`src/rtl/tx_serial_8n1.sv`:
```
// 8N1 serial transmitter: a byte accepted on partida leaves LSB-first in 10*DIVISOR cycles, then one FINAL cycle pulses pronto.
// No input buffering: partida is honoured only while idle; ocupado tells the source to wait.
module tx_serial_8n1 #(
    parameter int DIVISOR = 434
) (
    input  logic       clock,
    input  logic       reset,
    input  logic       partida,
    input  logic [7:0] dados_ascii,
    output logic       saida_serial,
    output logic       ocupado,
    output logic       pronto,
    output logic [3:0] db_estado
);

    localparam int TICK_W = $clog2(DIVISOR);
    localparam logic [TICK_W-1:0] TICK_LAST = TICK_W'(DIVISOR - 1);

    typedef enum logic [1:0] {
        OCIOSO      = 2'd0,
        TRANSMISSAO = 2'd1,
        FINAL       = 2'd2
    } state_t;

    state_t            state, stateNext;
    logic [9:0]        shiftReg, shiftNext;
    logic [TICK_W-1:0] tickCount, tickNext;
    logic [3:0]        bitCount, bitNext;
    logic              lineReg, lineNext;

    always_ff @(posedge clock) begin
        if (reset) begin
            state     <= OCIOSO;
            shiftReg  <= '0;
            tickCount <= '0;
            bitCount  <= '0;
            lineReg   <= 1'b1;
        end else begin
            state     <= stateNext;
            shiftReg  <= shiftNext;
            tickCount <= tickNext;
            bitCount  <= bitNext;
            lineReg   <= lineNext;
        end
    end

    always_comb begin
        stateNext = state;
        shiftNext = shiftReg;
        tickNext  = tickCount;
        bitNext   = bitCount;
        lineNext  = lineReg;
        ocupado   = 1'b0;
        pronto    = 1'b0;

        case (state)
            OCIOSO: begin
                lineNext = 1'b1;
                if (partida) begin
                    stateNext = TRANSMISSAO;
                    shiftNext = {1'b1, dados_ascii, 1'b0};
                    tickNext  = '0;
                    bitNext   = '0;
                    lineNext  = 1'b0;
                end
            end
            TRANSMISSAO: begin
                ocupado  = 1'b1;
                // The line always mirrors the shift register LSB while a frame is on the wire.
                lineNext = shiftReg[0];
                if (tickCount == TICK_LAST) begin
                    tickNext = '0;
                    if (bitCount == 4'd9) begin
                        stateNext = FINAL;
                        lineNext  = 1'b1;
                    end else begin
                        shiftNext = {1'b1, shiftReg[9:1]};
                        lineNext  = shiftReg[1];
                        bitNext   = bitCount + 4'd1;
                    end
                end else begin
                    tickNext = tickCount + 1'b1;
                end
            end
            FINAL: begin
                ocupado   = 1'b1;
                pronto    = 1'b1;
                stateNext = OCIOSO;
                tickNext  = '0;
                bitNext   = '0;
                lineNext  = 1'b1;
            end
            default: begin
                stateNext = OCIOSO;
                shiftNext = '0;
                tickNext  = '0;
                bitNext   = '0;
                lineNext  = 1'b1;
            end
        endcase
    end

    assign saida_serial = lineReg;
    assign db_estado    = {2'b00, state};

endmodule
```
`config.mk`:
```
export PLATFORM = sky130hd
export DESIGN_NAME = tx_serial_8n1
export DESIGN_NICKNAME = d
export VERILOG_FILES = /design/src/rtl/tx_serial_8n1.sv
export SDC_FILE = /design/constraint.sdc
export NUM_CORES = 1
export LEC_CHECK = 0
export CAP_MARGIN = 10
export CORE_MARGIN = 1
export CORE_UTILIZATION = 54
export CTS_CLUSTER_DIAMETER = 100
export DETAILED_ROUTE_END_ITERATION = 10
export GPL_ROUTABILITY_DRIVEN = 0
export PLACE_DENSITY_LB_ADDON = 0.2
export SLEW_MARGIN = 15
export SYNTH_ARGS = -nofsm -noshare
export SYNTH_HDL_FRONTEND = slang
export SYNTH_SLANG_ARGS = --single-unit
```
`constraint.sdc`:
```
create_clock -name clock -period 2 [get_ports clock]
set_input_delay 0.6 -clock clock [delete_from_list [all_inputs] [get_ports clock]]
set_output_delay 0.6 -clock clock [all_outputs]
set_load 0.02 [all_outputs]
```
=== After elaboration in Yosys (flattened, before gate mapping) ===
Index checks and enable logic that the tools add are counted.

* Eq/ne operators: 8
* Div/mod/pow operators: 0
* Reduce and logical (&&, ||, !) cells: 5
* Bitwise operators: 1
* $add $sub $neg: 2
* Multiply operators: 0
* Muxes and demuxes: 21
* Shift-type cells: 0
* Order comparisons: 0

{| class="wikitable"
|+ Operators with widths
! cell !! count
|-
| 10-bit 2-to-1 mux || 3
|-
| 10-bit one-hot mux with 3 select lines || 1
|-
| 9-bit 2-to-1 mux || 2
|-
| 9-bit one-hot mux with 2 select lines || 1
|-
| 4-bit 2-to-1 mux || 3
|-
| 9-bit by 1-bit adder with 9-bit output, second input constant || 1
|-
| 9-bit == test, second input constant || 1
|-
| 2-bit != test, second input constant || 4
|-
| 4-bit one-hot mux with 2 select lines || 1
|-
| 2-bit 2-to-1 mux || 3
|-
| 3-bit AND reduction || 2
|-
| 1-bit 2-to-1 mux || 5
|-
| 4-bit by 1-bit adder with 4-bit output, second input constant || 1
|-
| 4-bit == test, second input constant || 1
|-
| 2-bit one-hot mux with 2 select lines || 1
|-
| 4-bit AND reduction || 1
|-
| 2-bit by 1-bit == test with 1-bit output, second input constant || 1
|-
| 2-bit == test, second input constant || 1
|-
| 2-bit logical NOT || 1
|-
| 1-bit one-hot mux with 2 select lines || 1
|-
| 2-bit OR reduction || 1
|-
| 1-bit inverter || 1
|}

* Memories kept: 0
* ROM bits: 0
* Bits in registers: 26
* Memory bits (writable): 0
* Latch bits: 0

=== Logic depth before layout (Yosys ltp) ===
* Depth after elaboration: 4
* Mapped depth: 8
* Gate-level depth less buffers: 6

=== Worst setup path after synthesis ===
Ideal clock, no wire load.

* Path type: register to register
* Start point: register state[0]
* End point: register tickCount[6]
* Slack: 0.205 ns
* Data arrival time: 1.676 ns
* Stages on the path, launching flop included: 9
* Library setup time: 0.119 ns
* Path buffers: 2
* Clock period less this slack: 1.795 ns
* Cell sequence: dfxtp_1 inv_1 ha_1 nor2b_1 buf_2 buf_2 nor4_1 xnor2_1 nor2_1

* Cells in the longest elaborated chain, start to end: 2
* Elaborated cells on any way between the ends: 4

{| class="wikitable"
|+ Ends and longest elaborated chain
! what !! line !! text
|-
| start: declaration || 25 || <nowiki>state_t state, stateNext;</nowiki>
|-
| start signal: assignment || 39 || <nowiki>state <= stateNext;</nowiki>
|-
| 2-bit by 1-bit == test with 1-bit output or 2-bit logical NOT (tied branches) || 56 || <nowiki>case (state)</nowiki>
|-
| 9-bit one-hot mux with 2 select lines or 2-bit != test (tied branches) || n/a ||
|-
| end signal: assignment || 41 || <nowiki>tickCount <= tickNext;</nowiki>
|-
| end: declaration || 27 || <nowiki>logic [TICK_W-1:0] tickCount, tickNext;</nowiki>
|}

Several ways; a longest one is shown, not always the timed one.
A chain may end at the register's enable or synchronous reset.

=== Worst setup path after layout ===
* Start point: register state[0]
* End point: output port pronto

* Cells in the longest elaborated chain, start to end: 2

{| class="wikitable"
|+ Ends and longest elaborated chain
! what !! line !! text
|-
| 2-bit == test || 56 ||
|-
| 1-bit 2-to-1 mux || 56 ||
|-
| end: declaration || 12 || <nowiki>output logic pronto,</nowiki>
|}

Every way passes these cells.

==> flow_summary.yaml <==
status:
  outcome: "finished clean"
clock_tree:
  cts_tree: "built"
  insertion_delay_ns: 0.32
  post-cts-setup-buffers: 0
  cts_resized: 5
  holdBufCountCts: 0
  clockRootBuffer: "clkbuf_4"
  clockBufferDepth: 2
  cts-htree-levels: 1
  numCtsBuffers: 3
  clock_sinks: 26
  path_clk_slew_ns: 0.14
worst_setup_path:
  cp_data_arrival_time_ns: 1.33
  max_stage_delay_ns: 0.36
  path_max_fanout: 4
  worstPathCellList: "inv_1 > ha_1 > clkdlybuf4s15_1"
  slowest_stage: "dfxtp_2"
  worst_ep_required_time_ns: 1.40
  end_kind: "output port"
  start_kind: "flip-flop"
  critPathKind: "flip-flop to output port"
final_layout:
  final_core_utilization_pct: 68.5
  diodes: 0
  mostFrequentLayoutCell: "dfxtp_1"
  final_cell_mix: "dfxtp_1, nor2_1, a21oi_1, clkdlybuf4s50_1, nand2_1"
  area_growth_syn_to_layout_pct: 17.6
  drive_above_1_share_pct: 15.8
  nNetsFinal: 203
grt:
  grt_usage_pct: 24.6
  first_global_vias: 1218
  grt_pass1_wl_um: 5220
  gr-total-overflow: 0
  grt_antenna_before_repair: 0
  grt_max_degree: 16
floorplan:
  die_h_um: 54.2
  die_area_um2: 2930
  initial_utilization_pct: 58.2
  num_rows: 18
  die_width_um: 54.2
  core_um2: 2520
  pin_count: 18
sta:
  finClkSkew_ns: 0.00340
  post-route-period-util_pct: 96.7
  setup_viol: 0
  slew_viol_final: 0
  fin_setup_tns_ns: 0
  fin_crit_ns: 1.93
  hold_viol_final: 0
  rsz0062_at_grt: "no"
  fmax_mhz: 517
job:
  max-cap-violations: 0
detailed_routing:
  drt_iter0_drc: 30
  viasPerCell: 5.87
  dr.pass1.iters: 4
  finalWirelength_um: 3100
  drcViolationCount: 0
  vias: 1251
  avgRoutedWirePerCell_um: 14.6
  postRouteAntennaNets: 0
placed_design:
  hpwl_um: 2250
  numPortBuffers: 15
logic_synthesis:
  ys.warnings.count: 0
  ys_ff_latch: 26
  synth_edf_count: 0
  async_flop_share_pct: 0
  synth_flop_cell: "dfxtp_1"
  syn_avg_cell_area_um2: 8.90
  synth_cells: 165
  syn_area_um2: 1470
  synth.area.top_cells: "dfxtp_1, a211oi_2, ha_1"
  ys_seq_area_share_pct: 35.4
  synth_top_area_cell: "dfxtp_1"
  ys_types: 42
  yosysTopAreaCellShare_pct: 35.4
power_and_ir_drop:
  peakVddDrop_uv: 620
  leakagePower_uw: 0.000622
  cellPowerDensity_nw_per_um2: 693
worst_hold_path:
  hold_path_class: "flip-flop to flip-flop"
## state kept, by name (all words and copies together), names as in the netlist
name,flops
shiftReg,10
tickCount,9
bitCount,4
state,2
saida_serial,1
## per-layer routing
metal  routed length (µm)  up-vias  track usage (%)
li1                     -      633                -
met1                 1460      580             30.4
met2                 1480       34             40.4
met3                  125        4             3.95
met4                   29        0             12.8
met5                    0        -                0
## Yosys cell counts (2+ instances only)
library cell and number:
nand2b_1 2, inv_1 6, nor4_1 4, xnor2_1 6, o21ai_0 2, nand4b_1 2, nor4b_1 2, o21ai_1 2
a21oi_1 13, nand3_1 3, nor3_1 7, nand4_1 4, buf_6 2, a22oi_1 8, buf_4 4, or3_1 3
clkbuf_1 3, ha_1 8, buf_2 3, nor2_1 16, a211oi_2 8, nand3b_1 2, nand2_1 11, dfxtp_1 26
## power by group
part | switching [µW] | internal [µW]
combinational | 186 | 156
clock | 160 | 111
sequential | 25.4 | 558
total | 372 | 826
## through the flow
stage / std cells / worst slack [ns] / power [µW] / hold WS (ns) / cell area [µm²]
after floorplan: 166 / 0.205 / 822 / 0.442 / 1470
after global placement: 209 / -0.0317 / 923 / 0.458 / 1690
after detailed placement: 209 / -0.118 / 936 / 0.478 / 1690
after CTS: 213 / 0.0128 / 1210 / 0.503 / 1730
after global routing: 213 / 0.00106 / 1270 / 0.525 / 1730
final: 213 / 0.0660 / 1200 / 0.497 / 1730
## worst paths after layout
path	start	to	slack [ns]	depth (start not counted)
worst min-delay path	shiftReg[0]	shiftReg[0]	0.50	2
worst max-delay path	state[0]	pronto	0.07	3
worst max register to register	state[0]	state[0]	0.25	8
worst min register to register	shiftReg[0]	shiftReg[0]	0.50	2
## layout make-up
type	instances	area [µm²]
flip-flops and latches	26	523
repair buffers	27	267
multi-input cells	120	842
fillers	203	795
clock buffers	4	36.3
inverters	6	22.5
well taps	30	37.5
## cells by family (layout without fill, tap and decap cells)
| logic type | Yosys count | in the layout | share of synthesized area, % |
|---|---|---|---|
| fa+ha+maj | 8 | 8 | 6.81 |
| other cells | 1 | 2 | 0.255 |
| compound gates | 42 | 42 | 22.7 |
| buf+inv | 20 | 37 | 7.49 |
| simple gates | 61 | 61 | 23.1 |
| xor+xnor | 7 | 7 | 4.17 |
| flops | 26 | 26 | 35.4 |
## critical path, delay by kind of cell (launching register included)
kind / cells / cell delay [ns]
flops: 1 / 0.36
fa+ha+maj: 1 / 0.21
buf+inv: 2 / 0.45
No activity file was read; power rests on OpenSTA's default activity.
